### config.mk
export PLATFORM = sky130hd
export DESIGN_NAME = burst_capture_tx_flat
export DESIGN_NICKNAME = d
export VERILOG_FILES = /design/src/rtl/burst_capture_tx_if.sv /design/src/rtl/burst_capture_tx.sv /design/src/flat_wrapper.sv
export SDC_FILE = /design/constraint.sdc
export NUM_CORES = 1
export LEC_CHECK = 0
export BUFFER_PORTS_ARGS = -buffer_cell sky130_fd_sc_hd__buf_2
export CORE_ASPECT_RATIO = 0.7
export CORE_MARGIN = 10
export CORE_UTILIZATION = 55
export CTS_CLUSTER_DIAMETER = 40
export CTS_CLUSTER_SIZE = 20
export DETAILED_ROUTE_END_ITERATION = 10
export PLACE_DENSITY = 0.76
export SYNTH_ARGS = -nofsm -noshare
export SYNTH_HDL_FRONTEND = slang
export SYNTH_SLANG_ARGS = --single-unit
### constraint.sdc
create_clock -name clk -period 4.15 [get_ports clk]
set_clock_uncertainty 0.2 [all_clocks]
set_input_delay 0.2075 -clock clk [delete_from_list [all_inputs] [get_ports clk]]
set_output_delay 0.2075 -clock clk [all_outputs]
set_load 0.1 [all_outputs]
### src/rtl/burst_capture_tx_if.sv
// Upstream word stream into burst_capture_tx: one 16-bit word plus an
// end-of-packet flag per transfer.
interface burst_capture_tx_if #(
  parameter int DATA_W = 16
);
  // A word transfers on a rising clock edge where s_valid && s_ready.
  // s_data/s_eop must be stable while s_valid is high.
  // s_ready depends only on buffer occupancy, never on s_valid.
  logic              s_valid;
  logic              s_ready;
  logic [DATA_W-1:0] s_data;
  logic              s_eop;

  modport master (output s_valid, s_data, s_eop, input s_ready);
  modport slave  (input s_valid, s_data, s_eop, output s_ready);
endinterface

### src/rtl/burst_capture_tx.sv
// Transmit partner of the clock-gated capture bank: buffers upstream words and
// drives (tx_valid, tx_last, tx_data) as load / fill / hold actions in packets.
module burst_capture_tx #(
  parameter int DATA_W    = 16,
  parameter int DEPTH     = 4,
  parameter int MAX_BEATS = 8,
  localparam int CW       = (MAX_BEATS > 1) ? $clog2(MAX_BEATS) : 1,
  localparam int AW       = (DEPTH > 1) ? $clog2(DEPTH) : 1
) (
  input  logic                clk,
  input  logic                rst_b,
  burst_capture_tx_if.slave   s_if,
  input  logic                fill_req,
  input  logic                tx_en,
  output logic                tx_valid,
  output logic                tx_last,
  output logic [DATA_W-1:0]   tx_data,
  output logic                busy,
  output logic [CW-1:0]       beat_cnt,
  output logic                underrun,
  output logic                dbg_state
);

  localparam logic [0:0] ST_IDLE = 1'b0;
  localparam logic [0:0] ST_SEND = 1'b1;

  localparam logic [AW:0]   FULL_CNT  = (AW + 1)'(DEPTH);
  localparam logic [CW-1:0] LAST_BEAT = CW'(MAX_BEATS - 1);

  logic [DATA_W:0] r_mem [DEPTH];
  logic [AW-1:0]   r_wr_ptr;
  logic [AW-1:0]   r_rd_ptr;
  logic [AW:0]     r_count;
  logic [0:0]      r_state;
  logic            r_fill_pend;

  logic            w_push;
  logic            w_pop;
  logic            w_empty;
  logic [DATA_W:0] w_head;
  logic [AW:0]     w_count_nxt;
  logic [0:0]      w_state_nxt;
  logic            w_fill_issue;
  logic            w_valid_nxt;
  logic            w_last_nxt;
  logic [DATA_W-1:0] w_data_nxt;
  logic [CW-1:0]   w_cnt_nxt;
  logic            w_under_nxt;

  assign s_if.s_ready = (r_count != FULL_CNT);
  assign w_push       = s_if.s_valid && s_if.s_ready;
  assign w_empty      = (r_count == '0);
  assign w_head       = r_mem[r_rd_ptr];
  assign dbg_state    = r_state;

  always_comb begin
    w_count_nxt = r_count;
    if (w_push && !w_pop)      w_count_nxt = r_count + (AW + 1)'(1);
    else if (!w_push && w_pop) w_count_nxt = r_count - (AW + 1)'(1);
  end

  // Action selection; fill beats waiting data and is only legal between packets.
  always_comb begin
    w_state_nxt  = r_state;
    w_pop        = 1'b0;
    w_fill_issue = 1'b0;
    w_valid_nxt  = 1'b0;
    w_last_nxt   = 1'b1;
    w_data_nxt   = tx_data;
    w_cnt_nxt    = beat_cnt;
    w_under_nxt  = 1'b0;
    if (!tx_en) begin
      w_last_nxt = 1'b1;
    end else if (r_state == ST_IDLE && r_fill_pend) begin
      w_fill_issue = 1'b1;
      w_last_nxt   = 1'b0;
    end else if (!w_empty) begin
      w_pop       = 1'b1;
      w_valid_nxt = 1'b1;
      w_data_nxt  = w_head[DATA_W-1:0];
      if (r_state == ST_IDLE) begin
        if (w_head[DATA_W] || MAX_BEATS == 1) begin
          w_last_nxt = 1'b1;
          w_cnt_nxt  = '0;
        end else begin
          w_last_nxt  = 1'b0;
          w_cnt_nxt   = CW'(1);
          w_state_nxt = ST_SEND;
        end
      end else begin
        // A length-forced last leaves any later eop for the next packet.
        if (w_head[DATA_W] || beat_cnt == LAST_BEAT) begin
          w_last_nxt  = 1'b1;
          w_cnt_nxt   = '0;
          w_state_nxt = ST_IDLE;
        end else begin
          w_last_nxt = 1'b0;
          w_cnt_nxt  = beat_cnt + CW'(1);
        end
      end
    end else if (r_state == ST_SEND) begin
      w_under_nxt = 1'b1;
    end
  end

  always_ff @(posedge clk) begin
    if (w_push) r_mem[r_wr_ptr] <= {s_if.s_eop, s_if.s_data};
  end

  always_ff @(posedge clk or negedge rst_b) begin
    if (!rst_b) begin
      r_wr_ptr    <= '0;
      r_rd_ptr    <= '0;
      r_count     <= '0;
      r_state     <= ST_IDLE;
      r_fill_pend <= 1'b0;
      tx_valid    <= 1'b0;
      tx_last     <= 1'b1;
      tx_data     <= '0;
      beat_cnt    <= '0;
      underrun    <= 1'b0;
      busy        <= 1'b0;
    end else begin
      if (w_push) r_wr_ptr <= r_wr_ptr + AW'(1);
      if (w_pop)  r_rd_ptr <= r_rd_ptr + AW'(1);
      r_count     <= w_count_nxt;
      r_state     <= w_state_nxt;
      r_fill_pend <= w_fill_issue ? 1'b0 : (r_fill_pend | fill_req);
      tx_valid    <= w_valid_nxt;
      tx_last     <= w_last_nxt;
      tx_data     <= w_data_nxt;
      beat_cnt    <= w_cnt_nxt;
      underrun    <= w_under_nxt;
      busy        <= (w_state_nxt == ST_SEND) || (w_count_nxt != '0);
    end
  end

endmodule

### src/flat_wrapper.sv
// flat-port wrapper written by rule: the top's interface ports become plain ports
module burst_capture_tx_flat 
#(
  parameter int DATA_W    = 16,
  parameter int DEPTH     = 4,
  parameter int MAX_BEATS = 8,
  localparam int CW       = (MAX_BEATS > 1) ? $clog2(MAX_BEATS) : 1,
  localparam int AW       = (DEPTH > 1) ? $clog2(DEPTH) : 1
)
  (clk, rst_b, fill_req, tx_en, tx_valid, tx_last, tx_data, busy, beat_cnt, underrun, dbg_state, s_if_s_valid, s_if_s_data, s_if_s_eop, s_if_s_ready);
  burst_capture_tx_if #(.DATA_W(DATA_W)) s_if_i ();
  input  logic clk;
  input  logic rst_b;
  input  logic fill_req;
  input  logic tx_en;
  output logic tx_valid;
  output logic tx_last;
  output logic [DATA_W-1:0] tx_data;
  output logic busy;
  output logic [CW-1:0] beat_cnt;
  output logic underrun;
  output logic dbg_state;
  input wire logic [$bits(s_if_i.s_valid)-1:0] s_if_s_valid;
  input wire logic [$bits(s_if_i.s_data)-1:0] s_if_s_data;
  input wire logic [$bits(s_if_i.s_eop)-1:0] s_if_s_eop;
  output wire logic [$bits(s_if_i.s_ready)-1:0] s_if_s_ready;
  assign s_if_i.s_valid = s_if_s_valid;
  assign s_if_i.s_data = s_if_s_data;
  assign s_if_i.s_eop = s_if_s_eop;
  assign s_if_s_ready = s_if_i.s_ready;
  burst_capture_tx #(.DATA_W(DATA_W), .DEPTH(DEPTH), .MAX_BEATS(MAX_BEATS)) u_core (.clk(clk), .rst_b(rst_b), .s_if(s_if_i), .fill_req(fill_req), .tx_en(tx_en), .tx_valid(tx_valid), .tx_last(tx_last), .tx_data(tx_data), .busy(busy), .beat_cnt(beat_cnt), .underrun(underrun), .dbg_state(dbg_state));
endmodule
# Word-level counts from Yosys, hierarchy flattened
# Memories as Yosys holds them, arrays and structs flattened.
# Cells that the tools add are included.
dict set report totals {
  regBits 32
  ramBits 68
  memories 1
}
# memory words word_bits read_ports rd_clocked_by_memory_dff wr line
set mem_list {}
lappend mem_list {u_core.r_mem 4 17 1 0 1 burst_capture_tx.sv:30} ;# logic [DATA_W:0] r_mem [DEPTH];
dict set report op_classes {
  addsub 5
  n_eq_ne 2
  mux 29
  n_bitwise 4
  reduce_logical 11
}
# operator count
set ops {}
lappend ops {{1-bit 2-to-1 mux} 25}
lappend ops {{3-bit 2-to-1 mux} 4}
lappend ops {{3-bit by 1-bit adder with 3-bit output (second input constant)} 2}
lappend ops {{2-bit by 1-bit adder with 2-bit output (second input constant)} 2}
lappend ops {{1-bit logical AND} 4}
lappend ops {{3-bit equality test (second input constant)} 1}
lappend ops {{3-bit zero test} 1}
lappend ops {{3-bit inequality test (second input constant)} 1}
lappend ops {{1-bit inverter} 3}
lappend ops {{3-bit AND reduction} 1}
lappend ops {{3-bit nonzero test} 1}
lappend ops {{3-bit by 1-bit subtractor with 3-bit output (second input constant)} 1}
lappend ops {{1-bit zero test} 2}
lappend ops {{1-bit logical OR} 2}
lappend ops {{1-bit bitwise OR} 1}

# Logic depth before layout (Yosys ltp)
dict set report logic_depth {
  word_depth 9
  ltp_mapped 8
  depth_no_buf 7
}

# Least setup slack after synthesis
# No wires, ideal clock.
dict set report synth_path {
  path_kind {register to register}
  startpoint {register u_core.r_count[1]}
  endpoint {register u_core.busy}
  setup_time_ps 138
  arrival_ps 2305
  t_required_ps 3812
  path_slack_ps 1506
  stages_incl_launch_ff 8
  path_buffers 0
  synth_period_minus_slack_ps 2644
  cell_sequence {dfrtp_1 inv_1 ha_1 nand2_1 nand3_1 mux2i_1 xor2_1 or4_1}
}
dict set report synth_between {
  elab_cells_between_ends 19
  classes_between {add/sub (2); eq/ne (1); mux (8); reduce/logical (8)}
}
# element line
set synth_lines {}
lappend synth_lines {{start, declared} burst_capture_tx.sv:33} ;# logic [AW:0] r_count;
lappend synth_lines {{start signal, assigned} burst_capture_tx.sv:126} ;# r_count <= w_count_nxt;
lappend synth_lines {{3-bit inequality test *} burst_capture_tx.sv:50} ;# assign s_if.s_ready = (r_count != FULL_CNT);
lappend synth_lines {{named net s_if_s_ready} flat_wrapper.sv:26} ;# output wire logic [$bits(s_if_i.s_ready)-1:0] s_if_s_ready;
lappend synth_lines {{1-bit logical AND *} burst_capture_tx.sv:51} ;# assign w_push = s_if.s_valid && s_if.s_ready;
lappend synth_lines {{1-bit zero test} burst_capture_tx.sv:59} ;# else if (!w_push && w_pop) w_count_nxt = r_count - (AW + 1)'(1);
lappend synth_lines {{1-bit logical AND} burst_capture_tx.sv:59}
lappend synth_lines {{3-bit 2-to-1 mux} burst_capture_tx.sv:59}
lappend synth_lines {{3-bit 2-to-1 mux *} burst_capture_tx.sv:58} ;# if (w_push && !w_pop) w_count_nxt = r_count + (AW + 1)'(1);
lappend synth_lines {{named net u_core.w_count_nxt[2]} burst_capture_tx.sv:41} ;# logic [AW:0] w_count_nxt;
lappend synth_lines {{3-bit nonzero test *} burst_capture_tx.sv:134} ;# busy <= (w_state_nxt == ST_SEND) || (w_count_nxt != '0);
lappend synth_lines {{1-bit logical OR *} burst_capture_tx.sv:134}
lappend synth_lines {{end signal, assigned} burst_capture_tx.sv:134}
lappend synth_lines {{end, declared} burst_capture_tx.sv:18} ;# output logic busy,
# The timed path passes the listed nets; every way through them passes the cells marked *.
# A chain may end at the register's enable or synchronous reset.

# Worst setup path after layout
dict set report layout_path {
  startpoint {register u_core.r_count[1]}
  endpoint {register u_core.r_rd_ptr[1]}
}
dict set report layout_between {
  elab_chain_len 4
}
# element line
set layout_lines {}
lappend layout_lines {{3-bit zero test} burst_capture_tx.sv:52} ;# assign w_empty = (r_count == '0);
lappend layout_lines {{1-bit 2-to-1 mux} burst_capture_tx.sv:77} ;# end else if (!w_empty) begin
lappend layout_lines {{1-bit 2-to-1 mux} burst_capture_tx.sv:74} ;# end else if (r_state == ST_IDLE && r_fill_pend) begin
lappend layout_lines {{1-bit 2-to-1 mux} burst_capture_tx.sv:72} ;# if (!tx_en) begin
lappend layout_lines {{end signal, assigned} burst_capture_tx.sv:125} ;# if (w_pop) r_rd_ptr <= r_rd_ptr + AW'(1);
lappend layout_lines {{end, declared} burst_capture_tx.sv:32} ;# logic [AW-1:0] r_rd_ptr;
# Every way passes these cells.

==> flow_summary_export.csv <==
group,metric,value,unit
critical_path,crit_path_top_delay_cell,"inv_1",
sta,setup-tns-final,0,ns
floorplan,die_h,91.1,microns
yosys,synth.distinct_cells,35,
yosys,synth_cells,242,
critical_path,max_stage_delay,0.72,ns
drt,first_iter_violations,194,
finish,drive_above_1_share,26.3,%
clock_network,cts_tree,"yes",
floorplan,dieArea,11100,sq um
floorplan,core,6880,sq um
global_routing,grt_pass1_wl,11800,microns
yosys,synth-edff-count,68,
clock_network,cts_max_level,3,
critical_path,startpoint,"u_core.r_count[1]",
finish,ff_latch_area,2840,sq um
critical_path,ff2ff_path_depth,7,
drt,via_per_inst,5.18,
global_routing,track_usage,13.6,%
yosys,synthTopCellsByArea,"edfxtp_1 (51%), dfrtp_1 (20%), mux4_2 (5.7%)",
global_routing,grt_pass1_vias,2245,
status,status,"finished, final reports clean",
sta,rsz0062_at_grt,"no",
yosys,synth-seq-cells,100,
sta,finalSetupViolCount,0,
min_path,hold_path.class,"input port to flop",
finish,nFillCells,513,
sta,worst_slew_pin_slew,0.954,ns
finish,diodes,0,
finish,finalNetCount,342,
global_routing,antenna_found_initial,0,
place,routabilityCongestion,0.762,
global_routing,grt_overflow,0,
yosys,synth.largest_area_cell,"edfxtp_1",
yosys,yosysTopAreaCellShare,51.5,%
sta,relSlewSlack,36.4,%
yosys,ys_top_cells_by_count,"edfxtp_1 (68), nand2_1 (59), dfrtp_1 (31)",
critical_path,path_max_fanout,23,
sta,fmax,0.377,GHz
place,portBuffers,46,
sta,layout_min_cycle_time,2.65,ns
clock_network,clk_path_buf_depth,2,
yosys,syn-cell-area,3970,sq um
clock_network,post_cts_buffers,0,
drt,wirelength,6980,microns
drt,final_antenna_net_count,0,
critical_path,worstPathArrival,2.67,ns
place,dp_hpwl,4440,microns
sta,period_share,63.9,%
clock_network,cts_inserted_buffers,9,
floorplan,fp-row-count,25,
finish,multi_input_area,1050,sq um
critical_path,path_cells,"inv_1 -> ha_1 -> nand2b_1 -> nand3_2 -> inv_1 -> nand2_1 -> xnor2_1",
yosys,postSynthAreaPerCell,16.4,sq um
critical_path,crit_path_frequent_cell,"inv_1",
global_routing,grt_max_degree,33,
yosys,async_reset_ff_share,32.0,%
critical_path,path_class,"flop to flop",
min_path,min_path_cells,4,
floorplan,ios,47,
critical_path,cp.required,4.17,ns
critical_path,r2r_start,"u_core.r_count[1]",
yosys,synth-main-ff-cell,"edfxtp_1",
yosys,seq_area_frac_synth,71.7,%
sta,hold_viol_final,0,
floorplan,initial_core_util,57.7,%
clock_network,clk_pin_slew,0.09,ns
yosys,syn-num-nets,273,
min_path,min_from,"s_if_s_valid",
clock_network,ctsHoldBuffers,20,
yosys,yosysWarnings,0,
drt,drc,0,
drt,firstDrtPassIters,4,
clock_network,clkLatencyLatePin,0.36,ns
clock_network,cts-resized-gates,0,
clock_network,numClockSinks,100,
critical_path,startpoint_type,"flop",
sta,drv_slew,0,
critical_path,crit_path_end_kind,"flop",
drt,route.detailed.wl_per_inst,17.0,microns
job,drv_cap,0,
floorplan,die_w,122,microns
clock_network,clockRootBuffer,"clkbuf_8",
yosys,synth.most_common_cell,"edfxtp_1",
finish,area_growth,17.3,%
drt,vias,2122,
routing by layer:
layer / wire [microns] / up-vias / track usage (%)
li1: - / 1024 / -
met3: 451 / 9 / 5.13
met5: 0 / - / 0
met2: 3290 / 50 / 20.8
met1: 3150 / 1039 / 17.5
met4: 92 / 0 / 4.46
worst max-delay path, delay by kind of cell (launching register included):
kind          cells  cell delay [ns]
simple gates      3             0.70
flops             1             0.39
fa+ha+maj         1             0.23
buf+inv           2             0.82
xor+xnor          1             0.15
cells by family after synthesis:
family | Yosys count | synth area share, %
XOR/XNOR | 6 | 1.32
adder cells (fa/ha/maj) | 9 | 2.84
AND/OR/NAND/NOR | 75 | 8.33
AO/OA/AOI/OAI | 17 | 3.03
flip-flops | 100 | 71.7
buffers and inverters | 16 | 1.96
multiplexers | 19 | 10.8
layout by cell type, fill, tap and decap left out, drive strengths merged, types with 3 or more instances in the layout:
cell type	count
a21oi	4
nand3	3
xnor2	4
dlygate4sd3	20
inv	10
clkbuf	10
nand2	59
clkinv	3
o21ai	7
dfrtp	31
and3	5
ha	9
buf	47
edfxtp	68
mux4	17
sequential cells by signal, summed over array words and instances (netlist names):
| register | flops |
|---|---|
| u_core.beat_cnt | 3 |
| u_core.r_count | 3 |
| u_core.tx_last | 1 |
| u_core.tx_valid | 1 |
| u_core.r_rd_ptr | 2 |
| u_core.dbg_state | 1 |
| u_core.r_mem | 68 |
| u_core.tx_data | 16 |
| u_core.underrun | 1 |
| u_core.busy | 1 |
| u_core.r_fill_pend | 1 |
| u_core.r_wr_ptr | 2 |
cell type report:
cell class	instances	share of cell area [%]
tap	94	2.53
multi-input combinational	126	22.5
inverter	7	0.565
clock buffer	10	2.96
clock inverter	6	0.941
timing repair buffer	67	9.41
sequential	100	61.1
final timing paths:
kind                                      end  slack, ns
hold / removal              u_core.r_count[2]       0.13
setup reg to reg           u_core.r_rd_ptr[1]       1.50
setup / recovery           u_core.r_rd_ptr[1]       1.50
min in group asynchronous  u_core.tx_data[15]       0.24
hold reg to reg            u_core.tx_data[10]       0.28
max in group asynchronous   u_core.tx_data[6]       3.03
per-stage QoR:
stage / area, sq um / hold slack, ns / setup slack [ns] / std cells / utilization, %
CTS: 4650 / 0.119 / 1.44 / 410 / 67.6
finish: 4650 / 0.131 / 1.50 / 410 / 67.6
detailed placement: 4270 / 0.125 / 1.45 / 374 / 62.1
global placement: 4270 / 0.103 / 1.57 / 374 / 62.1
floorplan: 3970 / -0.288 / 1.51 / 242 / -
global route: 4650 / 0.168 / 1.19 / 410 / 67.6
Power is not shown: default switching activity piles up to over one toggle a cycle in this logic, so the estimate is an artifact.
